--- src/rtl/tomasulo_pkg.sv ---
// rtl/tomasulo_pkg.sv - shared widths, RS entry types and CDB tag match helper
package tomasulo_pkg;
  localparam int TAG_W  = 4;
  localparam int DATA_W = 32;
  localparam int OP_W   = 4;

  localparam logic [TAG_W-1:0] TAG_NONE = 4'd0;

  typedef enum logic [1:0] {
    FREE  = 2'd0,
    WAIT  = 2'd1,
    READY = 2'd2,
    EXEC  = 2'd3
  } rs_state_e;

  typedef struct packed {
    rs_state_e           state;
    logic [OP_W-1:0]     op;
    logic [DATA_W-1:0]   vj;
    logic [TAG_W-1:0]    qj;
    logic [DATA_W-1:0]   vk;
    logic [TAG_W-1:0]    qk;
  } rs_entry_t;

  // Tag 0 means "value present" and must never match a broadcast.
  function automatic logic tag_hit(input logic valid, input logic [TAG_W-1:0] q,
                                   input logic [TAG_W-1:0] cdb_tag);
    return valid && (q != TAG_NONE) && (q == cdb_tag);
  endfunction
endpackage

--- src/rtl/add_rs_if.sv ---
// rtl/add_rs_if.sv - issue, CDB snoop and dispatch signal bundle for add_rs
interface add_rs_if #(
  parameter int NUM_ENTRIES = 3
);
  import tomasulo_pkg::*;

  logic                    issue_valid;
  logic [OP_W-1:0]         issue_op;
  logic [DATA_W-1:0]       issue_vj;
  logic [TAG_W-1:0]        issue_qj;
  logic [DATA_W-1:0]       issue_vk;
  logic [TAG_W-1:0]        issue_qk;
  logic                    issue_ready;
  logic [TAG_W-1:0]        issue_tag;
  logic                    cdb_valid;
  logic [TAG_W-1:0]        cdb_tag;
  logic [DATA_W-1:0]       cdb_data;
  logic                    disp_valid;
  logic                    disp_ready;
  logic [TAG_W-1:0]        disp_tag;
  logic [OP_W-1:0]         disp_op;
  logic [DATA_W-1:0]       disp_a;
  logic [DATA_W-1:0]       disp_b;
  logic [NUM_ENTRIES-1:0]  entry_busy;

  modport master (
    output issue_valid, issue_op, issue_vj, issue_qj, issue_vk, issue_qk,
    output cdb_valid, cdb_tag, cdb_data, disp_ready,
    input  issue_ready, issue_tag, disp_valid, disp_tag, disp_op, disp_a, disp_b,
    input  entry_busy
  );

  modport slave (
    input  issue_valid, issue_op, issue_vj, issue_qj, issue_vk, issue_qk,
    input  cdb_valid, cdb_tag, cdb_data, disp_ready,
    output issue_ready, issue_tag, disp_valid, disp_tag, disp_op, disp_a, disp_b,
    output entry_busy
  );
endinterface

--- src/rtl/rs_entry.sv ---
// rtl/rs_entry.sv - one reservation-station entry with issue bypass, CDB snoop and lifecycle
module rs_entry
  import tomasulo_pkg::*;
#(
  parameter logic [TAG_W-1:0] MY_TAG = 4'd1
) (
  input  logic              clk,
  input  logic              reset,
  input  logic              i_alloc,
  input  logic [OP_W-1:0]   i_op,
  input  logic [DATA_W-1:0] i_vj,
  input  logic [TAG_W-1:0]  i_qj,
  input  logic [DATA_W-1:0] i_vk,
  input  logic [TAG_W-1:0]  i_qk,
  input  logic              i_cdb_valid,
  input  logic [TAG_W-1:0]  i_cdb_tag,
  input  logic [DATA_W-1:0] i_cdb_data,
  input  logic              i_disp_grant,
  output rs_state_e         o_state,
  output logic [OP_W-1:0]   o_op,
  output logic [DATA_W-1:0] o_vj,
  output logic [DATA_W-1:0] o_vk
);
  rs_entry_t r_entry;
  rs_entry_t w_next;
  logic      w_byp_j;
  logic      w_byp_k;
  logic      w_hit_j;
  logic      w_hit_k;

  always_ff @(posedge clk or posedge reset) begin
    if (reset) r_entry <= '0;
    else       r_entry <= w_next;
  end

  always_comb begin
    w_next  = r_entry;
    w_byp_j = tag_hit(i_cdb_valid, i_qj, i_cdb_tag);
    w_byp_k = tag_hit(i_cdb_valid, i_qk, i_cdb_tag);
    w_hit_j = tag_hit(i_cdb_valid, r_entry.qj, i_cdb_tag);
    w_hit_k = tag_hit(i_cdb_valid, r_entry.qk, i_cdb_tag);
    case (r_entry.state)
      FREE: begin
        if (i_alloc) begin
          w_next.op    = i_op;
          w_next.vj    = w_byp_j ? i_cdb_data : i_vj;
          w_next.qj    = w_byp_j ? TAG_NONE : i_qj;
          w_next.vk    = w_byp_k ? i_cdb_data : i_vk;
          w_next.qk    = w_byp_k ? TAG_NONE : i_qk;
          w_next.state = (w_next.qj == TAG_NONE && w_next.qk == TAG_NONE) ? READY : WAIT;
        end
      end
      WAIT: begin
        if (w_hit_j) begin
          w_next.vj = i_cdb_data;
          w_next.qj = TAG_NONE;
        end
        if (w_hit_k) begin
          w_next.vk = i_cdb_data;
          w_next.qk = TAG_NONE;
        end
        if (w_next.qj == TAG_NONE && w_next.qk == TAG_NONE) w_next.state = READY;
      end
      READY: begin
        if (i_disp_grant) w_next.state = EXEC;
      end
      EXEC: begin
        // Only our own result retires the entry; the slot is cleared for the next issue.
        if (i_cdb_valid && i_cdb_tag == MY_TAG) w_next = '0;
      end
      default: w_next = '0;
    endcase
  end

  assign o_state = r_entry.state;
  assign o_op    = r_entry.op;
  assign o_vj    = r_entry.vj;
  assign o_vk    = r_entry.vk;
endmodule

--- src/rtl/add_rs.sv ---
// rtl/add_rs.sv - adder reservation-station bank: lowest-free allocation, lowest-ready dispatch
module add_rs
  import tomasulo_pkg::*;
#(
  parameter int NUM_ENTRIES = 3,
  parameter int TAG_BASE    = 1
) (
  input logic   clk,
  input logic   reset,
  add_rs_if.slave rs
);
  rs_state_e              w_state [NUM_ENTRIES];
  logic [OP_W-1:0]        w_op    [NUM_ENTRIES];
  logic [DATA_W-1:0]      w_vj    [NUM_ENTRIES];
  logic [DATA_W-1:0]      w_vk    [NUM_ENTRIES];
  logic [NUM_ENTRIES-1:0] w_alloc;
  logic [NUM_ENTRIES-1:0] w_grant;
  logic [NUM_ENTRIES-1:0] w_busy;
  logic                   w_any_free;
  logic [TAG_W-1:0]       w_free_tag;
  logic                   w_any_ready;
  logic [TAG_W-1:0]       w_disp_tag;
  logic [OP_W-1:0]        w_disp_op;
  logic [DATA_W-1:0]      w_disp_a;
  logic [DATA_W-1:0]      w_disp_b;

  for (genvar g = 0; g < NUM_ENTRIES; g++) begin : g_entry
    rs_entry #(
      .MY_TAG(TAG_W'(TAG_BASE + g))
    ) u_entry (
      .clk          (clk),
      .reset        (reset),
      .i_alloc      (w_alloc[g]),
      .i_op         (rs.issue_op),
      .i_vj         (rs.issue_vj),
      .i_qj         (rs.issue_qj),
      .i_vk         (rs.issue_vk),
      .i_qk         (rs.issue_qk),
      .i_cdb_valid  (rs.cdb_valid),
      .i_cdb_tag    (rs.cdb_tag),
      .i_cdb_data   (rs.cdb_data),
      .i_disp_grant (w_grant[g]),
      .o_state      (w_state[g]),
      .o_op         (w_op[g]),
      .o_vj         (w_vj[g]),
      .o_vk         (w_vk[g])
    );
  end

  // Both encoders look only at registered entry state, so a slot freed this cycle is not reusable until next.
  always_comb begin
    w_any_free  = 1'b0;
    w_free_tag  = TAG_NONE;
    w_alloc     = '0;
    w_any_ready = 1'b0;
    w_grant     = '0;
    w_disp_tag  = TAG_NONE;
    w_disp_op   = '0;
    w_disp_a    = '0;
    w_disp_b    = '0;
    w_busy      = '0;
    for (int i = 0; i < NUM_ENTRIES; i++) begin
      w_busy[i] = (w_state[i] != FREE);
      if (!w_any_free && w_state[i] == FREE) begin
        w_any_free = 1'b1;
        w_free_tag = TAG_W'(TAG_BASE + i);
        w_alloc[i] = rs.issue_valid;
      end
      if (!w_any_ready && w_state[i] == READY) begin
        w_any_ready = 1'b1;
        w_grant[i]  = rs.disp_ready;
        w_disp_tag  = TAG_W'(TAG_BASE + i);
        w_disp_op   = w_op[i];
        w_disp_a    = w_vj[i];
        w_disp_b    = w_vk[i];
      end
    end
  end

  assign rs.issue_ready = w_any_free;
  assign rs.issue_tag   = w_free_tag;
  assign rs.disp_valid  = w_any_ready;
  assign rs.disp_tag    = w_disp_tag;
  assign rs.disp_op     = w_disp_op;
  assign rs.disp_a      = w_disp_a;
  assign rs.disp_b      = w_disp_b;
  assign rs.entry_busy  = w_busy;
endmodule

--- src/flat_wrapper.sv ---
// flat-port wrapper written by rule: the top's interface ports become plain ports
module add_rs_flat import tomasulo_pkg::*;
#(
  parameter int NUM_ENTRIES = 3,
  parameter int TAG_BASE    = 1
)
  (clk, reset, rs_issue_valid, rs_issue_op, rs_issue_vj, rs_issue_qj, rs_issue_vk, rs_issue_qk, rs_cdb_valid, rs_cdb_tag, rs_cdb_data, rs_disp_ready, rs_issue_ready, rs_issue_tag, rs_disp_valid, rs_disp_tag, rs_disp_op, rs_disp_a, rs_disp_b, rs_entry_busy);
  add_rs_if #(.NUM_ENTRIES(NUM_ENTRIES)) rs_i ();
  input logic clk;
  input logic reset;
  input wire logic [$bits(rs_i.issue_valid)-1:0] rs_issue_valid;
  input wire logic [$bits(rs_i.issue_op)-1:0] rs_issue_op;
  input wire logic [$bits(rs_i.issue_vj)-1:0] rs_issue_vj;
  input wire logic [$bits(rs_i.issue_qj)-1:0] rs_issue_qj;
  input wire logic [$bits(rs_i.issue_vk)-1:0] rs_issue_vk;
  input wire logic [$bits(rs_i.issue_qk)-1:0] rs_issue_qk;
  input wire logic [$bits(rs_i.cdb_valid)-1:0] rs_cdb_valid;
  input wire logic [$bits(rs_i.cdb_tag)-1:0] rs_cdb_tag;
  input wire logic [$bits(rs_i.cdb_data)-1:0] rs_cdb_data;
  input wire logic [$bits(rs_i.disp_ready)-1:0] rs_disp_ready;
  output wire logic [$bits(rs_i.issue_ready)-1:0] rs_issue_ready;
  output wire logic [$bits(rs_i.issue_tag)-1:0] rs_issue_tag;
  output wire logic [$bits(rs_i.disp_valid)-1:0] rs_disp_valid;
  output wire logic [$bits(rs_i.disp_tag)-1:0] rs_disp_tag;
  output wire logic [$bits(rs_i.disp_op)-1:0] rs_disp_op;
  output wire logic [$bits(rs_i.disp_a)-1:0] rs_disp_a;
  output wire logic [$bits(rs_i.disp_b)-1:0] rs_disp_b;
  output wire logic [$bits(rs_i.entry_busy)-1:0] rs_entry_busy;
  assign rs_i.issue_valid = rs_issue_valid;
  assign rs_i.issue_op = rs_issue_op;
  assign rs_i.issue_vj = rs_issue_vj;
  assign rs_i.issue_qj = rs_issue_qj;
  assign rs_i.issue_vk = rs_issue_vk;
  assign rs_i.issue_qk = rs_issue_qk;
  assign rs_i.cdb_valid = rs_cdb_valid;
  assign rs_i.cdb_tag = rs_cdb_tag;
  assign rs_i.cdb_data = rs_cdb_data;
  assign rs_i.disp_ready = rs_disp_ready;
  assign rs_issue_ready = rs_i.issue_ready;
  assign rs_issue_tag = rs_i.issue_tag;
  assign rs_disp_valid = rs_i.disp_valid;
  assign rs_disp_tag = rs_i.disp_tag;
  assign rs_disp_op = rs_i.disp_op;
  assign rs_disp_a = rs_i.disp_a;
  assign rs_disp_b = rs_i.disp_b;
  assign rs_entry_busy = rs_i.entry_busy;
  add_rs #(.NUM_ENTRIES(NUM_ENTRIES), .TAG_BASE(TAG_BASE)) u_core (.clk(clk), .reset(reset), .rs(rs_i));
endmodule
--- config.mk ---
export PLATFORM = sky130hd
export DESIGN_NAME = add_rs_flat
export DESIGN_NICKNAME = d
export VERILOG_FILES = /design/src/rtl/tomasulo_pkg.sv /design/src/rtl/add_rs_if.sv /design/src/rtl/rs_entry.sv /design/src/rtl/add_rs.sv /design/src/flat_wrapper.sv
export SDC_FILE = /design/constraint.sdc
export NUM_CORES = 1
export LEC_CHECK = 0
export BUFFER_PORTS_ARGS = -buffer_cell sky130_fd_sc_hd__buf_2
export CAP_MARGIN = 15
export CORE_AREA = 3 3 180 182
export CTS_CLUSTER_DIAMETER = 120
export DETAILED_ROUTE_END_ITERATION = 10
export DIE_AREA = 0 0 183 185
export GPL_TIMING_DRIVEN = 1
export PLACE_DENSITY_LB_ADDON = 0.08
export SLEW_MARGIN = 40
export SYNTH_ARGS = -nofsm -noshare
export SYNTH_HDL_FRONTEND = slang
export SYNTH_SLANG_ARGS = --single-unit
--- constraint.sdc ---
create_clock -name clk -period 13.1 [get_ports clk]
set_input_delay 0 -clock clk [delete_from_list [all_inputs] [get_ports clk]]
set_output_delay 0 -clock clk [all_outputs]
set_load 0.01 [all_outputs]
==> results.md <==
- Number of max-capacitance violations reported: 0
- Fraction of power consumed by sequential logic: 24.6%
- GRT Residual Overflow: 0
- Worst r2r path cells: 10
- Hold Violations, Final: 0
- Clk Latency, worst-skew pair: 0.56 ns
- Routed length per instance: 24.0 um
- Beginning of the worst register-to-register path: u_core.g_entry[0].u_entry.o_state[1]$_DFFE_PP0P_
- Largest net degree at the start of global routing: 101
- Actual transition at the worst max-transition pin: 0.807 ns
- Worst path setup slack after routing: 8.79 ns
- Delay of the slowest cell on the worst path: 0.68 ns
- Total detailed-routing wirelength: 56,300 um
- Vias in the first global route: 14,600
- Met1 wire length: 24,200 um
- Static power due to leakage: 0.00780 uW
- Power Total: 5420 uW
- Vert. Die Dim: 185 um
- Number of cells traversed by the worst hold path: 5
- Count of pins on the block boundary: 198
- Arrival time worst endpoint: 4.74 ns
- Initial antenna violation count: 1
- Initial Util: 48.0%
- Setup fix buffers added after clock tree synthesis: 0
- Worst-path cell chain: inv_1 > ha_1 > or3b_1 > a221oi_2 > and2b_2 > buf_4 > and2_1 > buf_4 > a31oi_1 > dlygate4sd3_1
- Crit path capture type: flip-flop
- Number of DRC markers in iteration 0: 1,888
- Post-synthesis average cell area: 8.74 um^2
- Aggregate negative setup slack: 0 ns
- Sequential element share of the synthesized area: 39.7%
- Syn Std Cell Area: 0.0148 mm^2
- Die width: 183 um
- Slack of the worst reg-to-reg path: 8.79 ns
- Synthesized netlist cell count: 1,689
- CTS H-tree depth: 1
- Setup repair after global routing missed its margin: false
- Synth Register Bits: 234
- CP dominant cell by count: sky130_fd_sc_hd__buf_4
- Number of hold buffers added after CTS: 151
- Worst Hold Launch: rs_disp_ready
- Sinks on Clock Net: 234
- Number of nets with antenna violations after detailed routing: 0
- Total routing usage reported by global routing: 32.4%
- CTS resizes: 0
- Count of warnings emitted by yosys: 0
- DRC violation count after routing: 0
- Max Clk Rate: 232 MHz
- Int Power: 2960 uW
- Number of synthesized flops with an enable pin: 0
- # nets final: 2,059
- Endpoint required time on the critical path: 13.54 ns
- Buffers added on ports: 193
- TritonCTS clock tree: built
- Highest layer used for signal routing: met4
- Outcome: finished, final reports clean
- Switching power total: 2460 uW
- Area of the core: 0.0307 mm^2
- Worst vdd ir: 0.000155 V
- PD cells: 295 mW/mm^2
- Sw Ratio: 45.4%
- Largest fanout of any net on the critical path: 60
- Area Overhead vs Synth: 24.7%
- Met2 Routed Length: 24,200 um
- Wire length of the first global-routing pass: 86,700 um
- Count of distinct cell types in the synthesized netlist: 64
- Slowest stage cell on the critical path: sky130_fd_sc_hd__and2_1
- Ratio of cells with drive above 1 in the final layout: 21.6%
- Filler cell count: 2,771
- Fraction of synthesis flops using an asynchronous set or reset pin: 100%
- Routed length on met3: 6830 um
- Kind of start point of the critical path: flip-flop
- Hold/Removal Path Class: primary input to flip-flop
- Setup slack at placement: 9.43 ns
- Primary flip-flop cell chosen by synthesis mapping: sky130_fd_sc_hd__dfrtp_1
- Via-to-Cell Ratio: 6.38
- Total vias in the final route: 15,000
- Placement row count: 64
- Final count of negative-setup-slack endpoints: 0
- Largest buffer count on any clock path: 3
- Category of the most critical setup path: flip-flop to flip-flop
- Root cell of the clock tree: sky130_fd_sc_hd__clkbuf_16
- First drt pass iteration count: 8
- Remaining max-slew budget at the tightest pin: 46.2%
- Final min period: 4.31 ns
- Clock network fraction of total power: 15.0%
- Clock Pin Slew Worst Setup and Hold Paths: 0.06 ns
- Post-DP HPWL: 35,500 um
- Max-slew violation count: 0
- Terminus of the critical flop-to-flop path: u_core.g_entry[2].u_entry.o_vk[30]$_DFFE_PP0P_
- Worst hold path endpoint: u_core.g_entry[0].u_entry.o_state[1]$_DFFE_PP0P_
- Routability-driven placement congestion ratio: 0.912
- Full die area: 0.0339 mm^2
- Cts bufs inserted: 29
- Proportion of power drawn by combinational gates: 60.4%
- Final setup skew: 0.0192 ns
- Final clock period utilization by the worst path: 32.9%
-- flip-flops by register name, summed over array words and instances, names as in the netlist --
signal,count
u_core.g_entry.u_entry.o_vj,96
u_core.g_entry.u_entry.o_vk,96
u_core.g_entry.u_entry.r_entry,24
u_core.g_entry.u_entry.o_op,12
u_core.g_entry.u_entry.o_state,6
-- cell families after synthesis --
family          synth area share (%)
flops                           39.7
compound gates                  27.1
xor+xnor                        1.48
buf+inv                         7.19
simple gates                    15.7
fa+ha+maj                       1.44
mux                             7.39
other cells                   0.0254
-- through the flow --
stage                     hold WS [ns]  utilization [%]  cell area [um^2]  std cells
after floorplan                  0.139                -             14800       1692
after global placement           0.211             51.0             15700       2130
after detailed placement         0.213             51.5             15800       2136
after CTS                      0.00586             59.5             18300       2339
after global routing            0.0678             59.8             18400       2343
final                           0.0280             59.8             18400       2343
-- Yosys cell counts, types with 9 or more instances --
cell | number | share of area [%]
sky130_fd_sc_hd__clkbuf_1 | 113 | 2.9
sky130_fd_sc_hd__a21oi_1 | 197 | 6.7
sky130_fd_sc_hd__nor4_1 | 10 | 0.42
sky130_fd_sc_hd__mux2_2 | 77 | 5.9
sky130_fd_sc_hd__a22oi_1 | 19 | 0.97
sky130_fd_sc_hd__dfrtp_1 | 234 | 40
sky130_fd_sc_hd__a22o_1 | 82 | 4.9
sky130_fd_sc_hd__a31oi_1 | 47 | 2.0
sky130_fd_sc_hd__xnor2_1 | 25 | 1.5
sky130_fd_sc_hd__o22a_1 | 9 | 0.53
sky130_fd_sc_hd__a32o_1 | 16 | 1.1
sky130_fd_sc_hd__inv_1 | 42 | 1.1
sky130_fd_sc_hd__nand2b_1 | 10 | 0.42
sky130_fd_sc_hd__and2_1 | 10 | 0.42
sky130_fd_sc_hd__and4_1 | 16 | 0.95
sky130_fd_sc_hd__a41oi_1 | 53 | 3.1
sky130_fd_sc_hd__nand2_1 | 197 | 5.0
sky130_fd_sc_hd__buf_2 | 38 | 1.3
sky130_fd_sc_hd__o41ai_1 | 9 | 0.53
sky130_fd_sc_hd__nand4_1 | 15 | 0.64
sky130_fd_sc_hd__buf_4 | 14 | 0.71
sky130_fd_sc_hd__ha_1 | 17 | 1.4
sky130_fd_sc_hd__o21ai_0 | 99 | 3.4
sky130_fd_sc_hd__nor2_1 | 80 | 2.0
sky130_fd_sc_hd__nand3_1 | 130 | 4.4
sky130_fd_sc_hd__buf_6 | 15 | 1.1
-- worst max-delay path by stage --
stage                                                           startpoint                                             end  cells past startpoint
after floorplan                                                      reset   u_core.g_entry[0].u_entry.o_op[0]$_DFFE_PP0P_                      1
after detailed placement  u_core.g_entry[0].u_entry.o_state[1]$_DFFE_PP0P_  u_core.g_entry[2].u_entry.o_vk[23]$_DFFE_PP0P_                      9
after global routing      u_core.g_entry[1].u_entry.o_state[0]$_DFFE_PP0P_  u_core.g_entry[2].u_entry.o_vk[30]$_DFFE_PP0P_                     10
after CTS                 u_core.g_entry[0].u_entry.o_state[1]$_DFFE_PP0P_  u_core.g_entry[2].u_entry.o_vk[15]$_DFFE_PP0P_                     10
final                     u_core.g_entry[0].u_entry.o_state[1]$_DFFE_PP0P_  u_core.g_entry[2].u_entry.o_vk[30]$_DFFE_PP0P_                     10
after global placement    u_core.g_entry[0].u_entry.o_state[0]$_DFFE_PP0P_  u_core.g_entry[2].u_entry.o_vk[21]$_DFFE_PP0P_                      9
-- routing by layer --
metal	vias to the layer above	track usage, %
li1	6733	-
met3	79	11.1
met4	0	7.50
met2	832	46.8
met1	7310	47.1
met5	-	0
-- worst max-delay path: cells and delay by family, from the launching register on --
| family | cells | cell delay (ns) |
|---|---|---|
| adders and majority gates | 1 | 0.25 |
| buffers and inverters | 4 | 1.64 |
| DFF | 1 | 0.44 |
| and+or+nand+nor | 3 | 1.35 |
| AOI/OAI and AO/OA | 2 | 0.46 |
-- cells in the final DEF (no fill, tap or decap), types with 12 or more instances in the layout --
cell type,netlist,layout
sky130_fd_sc_hd__a22oi_1,19,19
sky130_fd_sc_hd__dlygate4sd3_1,0,152
sky130_fd_sc_hd__buf_4,14,32
sky130_fd_sc_hd__a21oi_1,197,195
sky130_fd_sc_hd__inv_1,42,40
sky130_fd_sc_hd__a22o_1,82,82
sky130_fd_sc_hd__mux2_2,77,77
sky130_fd_sc_hd__ha_1,17,12
sky130_fd_sc_hd__nand4_1,15,15
sky130_fd_sc_hd__dfrtp_1,234,234
sky130_fd_sc_hd__a41oi_1,53,53
sky130_fd_sc_hd__o21ai_0,99,98
sky130_fd_sc_hd__a32o_1,16,16
sky130_fd_sc_hd__and4_1,16,15
sky130_fd_sc_hd__buf_2,38,193
sky130_fd_sc_hd__nand2_1,197,196
sky130_fd_sc_hd__nor2_1,80,79
sky130_fd_sc_hd__xnor2_1,25,25
sky130_fd_sc_hd__a31oi_1,47,46
sky130_fd_sc_hd__nand3_1,130,130
sky130_fd_sc_hd__clkbuf_16,0,29
-- power groups by stage --
stage | clock [uW] | combinational (uW) | sequential [uW]
final | 814 | 3280 | 1330
after global routing | 851 | 3530 | 1370
after CTS | 823 | 3210 | 1320
after detailed placement | 0 | 3010 | 1330
after global placement | 0 | 2920 | 1320
after floorplan | 0 | 2180 | 1280
-- final cells by class --
class	count	area, um^2	share of cell area (%)
Antenna cell	1	2.50	0.0136
Clock buffer	42	885	4.81
Clock inverter	10	78.8	0.428
Inverter	42	165	0.898
Multi-Input combinational cell	1232	8050	43.7
Sequential cell	234	5860	31.8
Tap cell	396	495	2.69
Timing Repair Buffer	386	2870	15.6
Power figures use the tool's default switching activity.
